--- config.mk ---
export PLATFORM = sky130hd
export DESIGN_NAME = vol_step_ctrl_flat
export DESIGN_NICKNAME = d
export VERILOG_FILES = /design/src/rtl/vol_ctrl_pkg.sv /design/src/rtl/vol_step_ctrl_if.sv /design/src/rtl/vol_step_ctrl_debounce.sv /design/src/rtl/vol_step_ctrl.sv /design/src/flat_wrapper.sv
export SDC_FILE = /design/constraint.sdc
export NUM_CORES = 1
export LEC_CHECK = 0
export CORE_AREA = 5 5 81 101
export CTS_BUF_LIST = sky130_fd_sc_hd__clkbuf_4 sky130_fd_sc_hd__clkbuf_8
export DETAILED_ROUTE_END_ITERATION = 7
export DIE_AREA = 0 0 86 106
export HOLD_SLACK_MARGIN = 0.12
export SYNTH_ARGS = -nofsm -noshare
export SYNTH_HDL_FRONTEND = slang
export SYNTH_SLANG_ARGS = --single-unit
export TNS_END_PERCENT = 10
--- constraint.sdc ---
create_clock -name clk -period 2.15 [get_ports clk]
set_input_delay 0.645 -clock clk [delete_from_list [all_inputs] [get_ports clk]]
set_output_delay 0.645 -clock clk [all_outputs]
set_load 0.01 [all_outputs]
--- src/rtl/vol_ctrl_pkg.sv ---
// Shared types and constants for the volume step controller.
// VOL_AUTO_REPEAT_EN adds the RPT state used by the auto-repeat build.
package vol_ctrl_pkg;

  localparam int DB_CNT_DEF  = 500000;
  localparam int RPT_DLY_DEF = 25000000;
  localparam int RPT_PER_DEF = 5000000;

  // Wide enough for the largest default timing constant (25 bits).
  localparam int TMR_W = $clog2(RPT_DLY_DEF);

`ifdef VOL_AUTO_REPEAT_EN
  typedef enum logic [2:0] {
    ST_IDLE  = 3'd0,
    ST_PRESS = 3'd1,
    ST_HOLD  = 3'd2,
    ST_RPT   = 3'd3,
    ST_LOCK  = 3'd4
  } vol_state_e;
`else
  typedef enum logic [2:0] {
    ST_IDLE  = 3'd0,
    ST_PRESS = 3'd1,
    ST_HOLD  = 3'd2,
    ST_LOCK  = 3'd4
  } vol_state_e;
`endif

endpackage

--- src/rtl/vol_step_ctrl_if.sv ---
// Button inputs and step-pulse outputs of the volume step controller.
interface vol_step_ctrl_if;
  logic btn_up_n;
  logic btn_dwn_n;
  logic step_up;
  logic step_dwn;

  modport master (output btn_up_n, output btn_dwn_n, input step_up, input step_dwn);
  modport slave  (input btn_up_n, input btn_dwn_n, output step_up, output step_dwn);
endinterface

--- src/rtl/vol_step_ctrl_debounce.sv ---
// btn_debounce: 2-flop synchronizer followed by a stable-time debounce counter.
// Output is the active-low debounced level; it resets to released.
module btn_debounce
  import vol_ctrl_pkg::*;
#(
  parameter int DB_CNT = DB_CNT_DEF
) (
  input  logic clk,
  input  logic rst_n,
  input  logic btn_n,
  output logic db_n
);

  localparam logic [TMR_W-1:0] DB_LAST = TMR_W'(DB_CNT - 1);

  logic             sync_p0;
  logic             sync_p1;
  logic [TMR_W-1:0] cnt;

  always_ff @(posedge clk or negedge rst_n) begin
    if (!rst_n) begin
      sync_p0 <= 1'b1;
      sync_p1 <= 1'b1;
    end else begin
      sync_p0 <= btn_n;
      sync_p1 <= sync_p0;
    end
  end

  // Any cycle where the synchronized level agrees with db_n restarts the count.
  always_ff @(posedge clk or negedge rst_n) begin
    if (!rst_n) begin
      cnt  <= '0;
      db_n <= 1'b1;
    end else if (sync_p1 == db_n) begin
      cnt <= '0;
    end else if (cnt == DB_LAST) begin
      cnt  <= '0;
      db_n <= sync_p1;
    end else begin
      cnt <= cnt + TMR_W'(1);
    end
  end

endmodule

--- src/rtl/vol_step_ctrl.sv ---
// Volume up/down pushbutton controller producing registered one-cycle step pulses.
// Define VOL_AUTO_REPEAT_EN to enable hold-to-repeat (HOLD -> RPT).
module vol_step_ctrl
  import vol_ctrl_pkg::*;
#(
  parameter int DB_CNT  = DB_CNT_DEF,
  parameter int RPT_DLY = RPT_DLY_DEF,
  parameter int RPT_PER = RPT_PER_DEF
) (
  input logic            clk,
  input logic            rst_n,
  vol_step_ctrl_if.slave bus
);

  logic       up_db_n, dwn_db_n;
  logic       up_on, dwn_on, act_on, opp_on;
  vol_state_e state, state_nxt;
  logic       dir_dwn, dir_dwn_nxt;
  logic       fire, up_nxt, dwn_nxt;
  logic       step_up_q, step_dwn_q;

  btn_debounce #(.DB_CNT(DB_CNT)) u_db_up (
    .clk   (clk),
    .rst_n (rst_n),
    .btn_n (bus.btn_up_n),
    .db_n  (up_db_n)
  );

  btn_debounce #(.DB_CNT(DB_CNT)) u_db_dwn (
    .clk   (clk),
    .rst_n (rst_n),
    .btn_n (bus.btn_dwn_n),
    .db_n  (dwn_db_n)
  );

  assign up_on  = ~up_db_n;
  assign dwn_on = ~dwn_db_n;
  assign act_on = dir_dwn ? dwn_on : up_on;
  assign opp_on = dir_dwn ? up_on  : dwn_on;

`ifdef VOL_AUTO_REPEAT_EN
  localparam logic [TMR_W-1:0] DLY_LAST = TMR_W'(RPT_DLY - 1);
  localparam logic [TMR_W-1:0] PER_LAST = TMR_W'(RPT_PER - 1);

  logic [TMR_W-1:0] tmr, tmr_nxt;

  always_ff @(posedge clk or negedge rst_n) begin
    if (!rst_n) tmr <= '0;
    else        tmr <= tmr_nxt;
  end
`else
  // Repeat timing is unused in the single-pulse build.
  logic unused_rpt_cfg;
  assign unused_rpt_cfg = RPT_DLY[0] ^ RPT_PER[0];
`endif

  always_ff @(posedge clk or negedge rst_n) begin
    if (!rst_n) begin
      state      <= ST_IDLE;
      dir_dwn    <= 1'b0;
      step_up_q  <= 1'b0;
      step_dwn_q <= 1'b0;
    end else begin
      state      <= state_nxt;
      dir_dwn    <= dir_dwn_nxt;
      step_up_q  <= up_nxt;
      step_dwn_q <= dwn_nxt;
    end
  end

  always_comb begin
    state_nxt   = state;
    dir_dwn_nxt = dir_dwn;
`ifdef VOL_AUTO_REPEAT_EN
    tmr_nxt     = '0;
`endif
    unique case (state)
      ST_IDLE: begin
        if (up_on && dwn_on) begin
          state_nxt = ST_LOCK;
        end else if (up_on || dwn_on) begin
          state_nxt   = ST_PRESS;
          dir_dwn_nxt = dwn_on;
        end
      end
      ST_PRESS: state_nxt = opp_on ? ST_LOCK : ST_HOLD;
      ST_HOLD: begin
        if (opp_on)       state_nxt = ST_LOCK;
        else if (!act_on) state_nxt = ST_IDLE;
`ifdef VOL_AUTO_REPEAT_EN
        else if (tmr == DLY_LAST) state_nxt = ST_RPT;
        else                      tmr_nxt   = tmr + TMR_W'(1);
`endif
      end
`ifdef VOL_AUTO_REPEAT_EN
      ST_RPT: begin
        if (opp_on)                state_nxt = ST_LOCK;
        else if (!act_on)          state_nxt = ST_IDLE;
        else if (tmr != PER_LAST)  tmr_nxt   = tmr + TMR_W'(1);
      end
`endif
      ST_LOCK:  if (!up_on && !dwn_on) state_nxt = ST_IDLE;
      default:  state_nxt = ST_IDLE;
    endcase
  end

  // Pulse decision is registered next cycle, so buttons never reach outputs combinationally.
  always_comb begin
    fire = 1'b0;
    unique case (state)
      ST_PRESS: fire = !opp_on;
`ifdef VOL_AUTO_REPEAT_EN
      ST_HOLD:  fire = act_on && !opp_on && (tmr == DLY_LAST);
      ST_RPT:   fire = act_on && !opp_on && (tmr == PER_LAST);
`endif
      default:  fire = 1'b0;
    endcase
    up_nxt  = fire && !dir_dwn;
    dwn_nxt = fire && dir_dwn;
  end

  assign bus.step_up  = step_up_q;
  assign bus.step_dwn = step_dwn_q;

endmodule

--- src/flat_wrapper.sv ---
// flat-port wrapper written by rule: the top's interface ports become plain ports
module vol_step_ctrl_flat import vol_ctrl_pkg::*;
#(
  parameter int DB_CNT  = DB_CNT_DEF,
  parameter int RPT_DLY = RPT_DLY_DEF,
  parameter int RPT_PER = RPT_PER_DEF
)
  (clk, rst_n, bus_btn_up_n, bus_btn_dwn_n, bus_step_up, bus_step_dwn);
  vol_step_ctrl_if bus_i ();
  input logic clk;
  input logic rst_n;
  input wire logic [$bits(bus_i.btn_up_n)-1:0] bus_btn_up_n;
  input wire logic [$bits(bus_i.btn_dwn_n)-1:0] bus_btn_dwn_n;
  output wire logic [$bits(bus_i.step_up)-1:0] bus_step_up;
  output wire logic [$bits(bus_i.step_dwn)-1:0] bus_step_dwn;
  assign bus_i.btn_up_n = bus_btn_up_n;
  assign bus_i.btn_dwn_n = bus_btn_dwn_n;
  assign bus_step_up = bus_i.step_up;
  assign bus_step_dwn = bus_i.step_dwn;
  vol_step_ctrl #(.DB_CNT(DB_CNT), .RPT_DLY(RPT_DLY), .RPT_PER(RPT_PER)) u_core (.clk(clk), .rst_n(rst_n), .bus(bus_i));
endmodule
# Word-level counts from Yosys, hierarchy flattened
# Index checks and enable logic that the tools add are counted.
op_classes:
  add_sub_neg: 2
  n_eq_ne: 10
  n_mux: 14
  n_bitwise: 5
  n_reduce_logical: 12
op_table:
  columns: ["operator", "count"]
  rows:
  - ["2-to-1 mux 25 bit", 4]
  - ["adder 25 x 1 -> 25 bit, second input constant", 2]
  - ["equality test 25 x 19 -> 1 bit, second input constant", 2]
  - ["2-to-1 mux 3 bit", 6]
  - ["one-hot mux 3 bit (4 select lines)", 1]
  - ["AND reduction 3 bit", 2]
  - ["NOT 1 bit", 5]
  - ["logical AND 1 bit", 4]
  - ["AND reduction 2 bit", 2]
  - ["equality test 3 x 1 -> 1 bit, second input constant", 1]
  - ["equality test 3 x 2 -> 1 bit, second input constant", 1]
  - ["equality test 3 bit, second input constant", 1]
  - ["zero test 3 bit", 1]
  - ["2-to-1 mux 1 bit", 3]
  - ["!= test 3 x 1 -> 1 bit, second input constant", 1]
  - ["!= test 3 bit, second input constant", 1]
  - ["equality test 1 bit", 2]
  - ["zero test 1 bit", 2]
  - ["!= test 2 x 1 -> 1 bit, second input constant", 1]
  - ["logical OR 1 bit", 1]
word_totals:
  regBits: 62
  inputBits: 4
  out_inout_bits: 2
  word_cells: 55

# Longest topological paths before layout
depth:
  word_depth: 5
  ltp_mapped: 7
  depth_no_buf: 5

# Hierarchy
# From an unflattened synthesis, not the netlist that was laid out.
unflattened:
  cells_unflattened: 304
  hier_area_um2: 3159.3
by_module_without_submodules:
  columns: ["module", "n_inst", "cells_each", "area_each_um2", "seq_area_each_um2"]
  rows:
  - ["btn_debounce", 2, 138, 1432.6, 704.4]
  - ["vol_step_ctrl", 1, 28, 294.0, 150.1]

# Worst setup path after synthesis
# OpenSTA, ideal clock, no wires.
synth_path:
  kind: "reg-to-reg"
  startpoint: "reg u_core.u_db_up.cnt[0]"
  endpoint: "reg u_core.u_db_up.cnt[22]"
  setup_ns: 0.077
  arrival_ns: 1.630
  path_slack_ns: 0.442
  path_stages_with_launch: 7
  path_cell_list: "dfrtp_1 ha_1 and2_1 clkbuf_1 nand2_1 or4_1 a21oi_1"
synth_between:
  elab_chain_cells: 3
synth_rtl:
  columns: ["element", "line", "source"]
  rows:
  - ["start, declared", "vol_step_ctrl_debounce.sv:18", "logic [TMR_W-1:0] cnt;"]
  - ["start signal, assigned", "vol_step_ctrl_debounce.sv:41", "cnt <= cnt + TMR_W'(1);"]
  - ["adder 25 x 1 -> 25 bit or equality test 25 x 19 -> 1 bit (tied branches)", "vol_step_ctrl_debounce.sv:41, vol_step_ctrl_debounce.sv:37", null]
  - ["2-to-1 mux 25 bit *", "vol_step_ctrl_debounce.sv:37", "end else if (cnt == DB_LAST) begin"]
  - ["2-to-1 mux 25 bit *", "vol_step_ctrl_debounce.sv:35", "end else if (sync_p1 == db_n) begin"]
# Every way passes the cells marked *; elsewhere a longest branch is shown, timed or not.
# A chain may end at the register's enable or synchronous reset.

# Worst setup path in the final report
layout_path:
  startpoint: "reg u_core.u_db_up.cnt[5]"
  endpoint: "reg u_core.u_db_up.cnt[21]"
# The elaborated chain is that of the path after synthesis.

==> reports/metrics.csv <==
stage,metric,value,unit
sta,maxSlewViolCount,0,
global_routing,first_pass_grt_wire_length,10.7,mm
clock_tree,cts.hold.buffers_added,0,
yosys,post-synth-top-area-cell,dfrtp_1,
critical_path,r2r-start,u_core.u_db_up.cnt[5],
power_and_ir_drop,areal_power_density_over_the_cells,730,nW/um^2
power_and_ir_drop,netSwitchingFraction,20.1,%
yosys,synth_top_cell_area_share,45.5,%
floorplan,floorplan.initialDensity,42.6,%
clock_tree,path_clk_slew,0.07,ns
yosys,synth.most_common_cell,dfrtp_1,
hold_path,min_path_type,input port to async pin,
critical_path,regToRegSetupSlack,0.21,ns
global_routing,overall_global_routing_resource_usage,14.8,%
power_and_ir_drop,vdd_drop_max,0.310,mV
yosys,seq_area_frac_synth,50.6,%
power_and_ir_drop,seq_power_share,47.0,%
power_and_ir_drop,totalPowerFinal,2.54,mW
sta,period_share,90.2,%
floorplan,floorplan.die.height,106,microns
route,vias,2319,
clock_tree,cts-resized-gates,0,
sta,fin_crit,1.94,ns
critical_path,critical_path.reg2reg.endpoint,u_core.u_db_up.cnt[21],
sta,report.final.hold_viol_count,0,
critical_path,end_kind,flip-flop,
route,routed_wl,5.96,mm
critical_path,critical_path.max_fanout,20,
sta,maxSlewHeadroom,69.7,%
job,timing.max_cap.violations,0,
critical_path,timing.reg2reg.worst_path_depth,4,
route,post_drt_via_cell_ratio,5.52,
sta,grt_setup_unrepaired,false,
sta,setup_tns_after_final_layout,0,ns
route,ant_nets,0,
power_and_ir_drop,share_comb_of_total_power,2.8,%
clock_tree,numCtsBuffers,9,
place,gpl.final_weighted_congestion,0.785,
yosys,syn_avg_cell_area,9.81,sq um
critical_path,required,2.41,ns
critical_path,criticalPathCategory,flip-flop to flip-flop,
cells_and_area,postLayoutCoreUtil,48.2,%
power_and_ir_drop,power.leakage,1.44,nW
power_and_ir_drop,internal_power,2.03,mW
clock_tree,clock_latency,0.34,ns
floorplan,design.portCount,6,
sta,final.setup_skew,0.00968,ns
yosys,synth-main-ff-cell,dfrtp_1,
cells_and_area,layout.nets,331,
global_routing,grt_start_max_net_pins,63,
clock_tree,cts_setup_buffers,0,
clock_tree,clock_tree.buffer_depth,2,
route,remaining_routing_drc_violations,0,
yosys,post_synth_edffs,0,
sta,max_slew.worst_pin.slew,0.453,ns
route,routedWlPerCell,14.2,microns
cells_and_area,share_of_layout_cells_above_drive_strength_1,11.9,%
place,dp.final_hpwl,3.97,mm
power_and_ir_drop,p_switching,0.512,mW
yosys,synth_fp_nets,322,
yosys,syn_area,3080,sq um
yosys,ys_seq_elements,62,
floorplan,num_rows,35,
global_routing,global_route.overflow_total,0,
yosys,synth.top_cells.by_area,"dfrtp_1, xor2_1, dfstp_2",
cells_and_area,syn2layout_area_growth,13.2,%
floorplan,die_area,9120,sq um
clock_tree,htreeDepth,3,
status,outcome,completed,
global_routing,number_of_global_route_vias_before_repair,2349,
global_routing,antenna_found_initial,0,
clock_tree,cts_root_buf,clkbuf_8,
place,buffer_ports.inserted,5,
cells_and_area,nFillCells,680,
yosys,async_reset_ff_share,100,%
sta,max_freq,0.516,GHz
cells_and_area,diodes,0,
critical_path,cp-start-kind,flip-flop,
yosys,netlist_instances,314,
critical_path,cp_data_arrival_time,2.20,ns
yosys,yosys.cell_types.count,37,
clock_tree,cts_sinks,62,
clock_tree,cts_tree,built,
floorplan,coreArea,7230,sq um
floorplan,die_w,86,microns
route,first_pass_iters,4,
yosys,ys_warn_count,0,
power_and_ir_drop,share_clk_of_total_power,50.2,%
yosys,synth_commonest_cells,"dfrtp_1, nor2_1, a21oi_1",
sta,count_of_endpoints_failing_setup_in_the_final_report,0,
route,drt_first_iter_violations,102,
[state kept, by name, indices dropped and copies added, names as in the netlist]
register	flops
u_core.u_db_dwn.sync_p1	1
u_core.dir_dwn	1
u_core.u_db_dwn.cnt	25
u_core.state	3
u_core.bus.step_up	1
u_core.u_db_dwn.db_n	1
u_core.u_db_up.sync_p1	1
u_core.u_db_up.sync_p0	1
u_core.u_db_dwn.sync_p0	1
u_core.bus.step_dwn	1
u_core.u_db_up.db_n	1
u_core.u_db_up.cnt	25
[worst max-delay path, cell delays in order, from the launching register on]
cell and delay [ns]:
dfrtp_1 0.44, and4_1 0.26, nand4_2 0.37, or4_1 0.63
a21oi_1 0.17
[layer usage]
| layer | vias to the layer above | track usage [%] | wire, microns |
|---|---|---|---|
| li1 | 1148 | - | - |
| met1 | 1134 | 19.3 | 2900 |
| met2 | 24 | 22.7 | 2760 |
| met3 | 13 | 2.87 | 134 |
| met4 | 0 | 8.48 | 163 |
| met5 | - | 0 | 0 |
[power groups by stage]
| stage | clock network [mW] | logic [mW] | registers, mW |
|---|---|---|---|
| after floorplan | 0 | 0.0303 | 1.21 |
| after global placement | 0 | 0.0745 | 1.22 |
| after detailed placement | 0 | 0.0743 | 1.22 |
| after CTS | 1.31 | 0.0748 | 1.20 |
| after global routing | 1.35 | 0.0832 | 1.20 |
| final | 1.28 | 0.0717 | 1.20 |
[layout make-up]
cell class	instances	area (sq um)	share of cell area, %
clock buffer	12	153	4.38
clock inverter	4	95.1	2.73
inverter	5	18.8	0.538
multi-input combinational	233	1440	41.2
sequential	62	1560	44.7
tap	92	115	3.30
timing repair buffer	12	110	3.16
[kinds of logic after synthesis]
logic type | Yosys count | synth area share, %
buffers and inverters | 19 | 2.80
adder cells (fa/ha/maj) | 4 | 1.62
flip-flops | 62 | 50.6
XOR/XNOR | 29 | 8.25
AND/OR/NAND/NOR | 152 | 27.9
AO/OA/AOI/OAI | 46 | 8.12
multiplexers | 2 | 0.731
[placed cells by master (no fill, tap or decap), drive strengths merged, types with 5 or more instances in the layout]
cell	synthesis	final
o21ai	19	19
or4	5	5
and3	9	9
nand3	16	16
inv	5	5
xnor2	9	9
nand4	16	16
dfrtp	56	56
nand2	20	20
dfstp	6	6
nor2	36	36
xor2	20	20
or3	17	17
clkbuf	5	12
and4	7	7
and2	5	5
a21oi	21	21
nor4b	5	5
buf	9	8
o31ai	5	5
[through the flow]
step / worst slack (ns) / area, sq um / hold WS (ns) / std cells
floorplan: 0.442 / 3080 / 0.345 / 314
global placement: 0.336 / 3240 / 0.347 / 404
detailed placement: 0.245 / 3240 / 0.349 / 404
CTS: 0.221 / 3490 / 0.303 / 420
global route: 0.0965 / 3490 / 0.327 / 420
finish: 0.211 / 3490 / 0.311 / 420
[worst max-delay path by stage]
stage / startpoint / to / slack (ns) / cells past startpoint
floorplan: u_core.u_db_up.cnt[0] / u_core.u_db_up.cnt[22] / 0.44 / 6
global placement: u_core.u_db_up.cnt[5] / u_core.u_db_up.cnt[23] / 0.34 / 4
detailed placement: u_core.u_db_up.cnt[5] / u_core.u_db_up.cnt[24] / 0.25 / 4
CTS: u_core.u_db_up.cnt[5] / u_core.u_db_up.cnt[21] / 0.22 / 4
global route: u_core.u_db_up.cnt[8] / u_core.u_db_up.cnt[21] / 0.1 / 4
finish: u_core.u_db_up.cnt[5] / u_core.u_db_up.cnt[21] / 0.21 / 4
(Power assumes the default switching activity.)
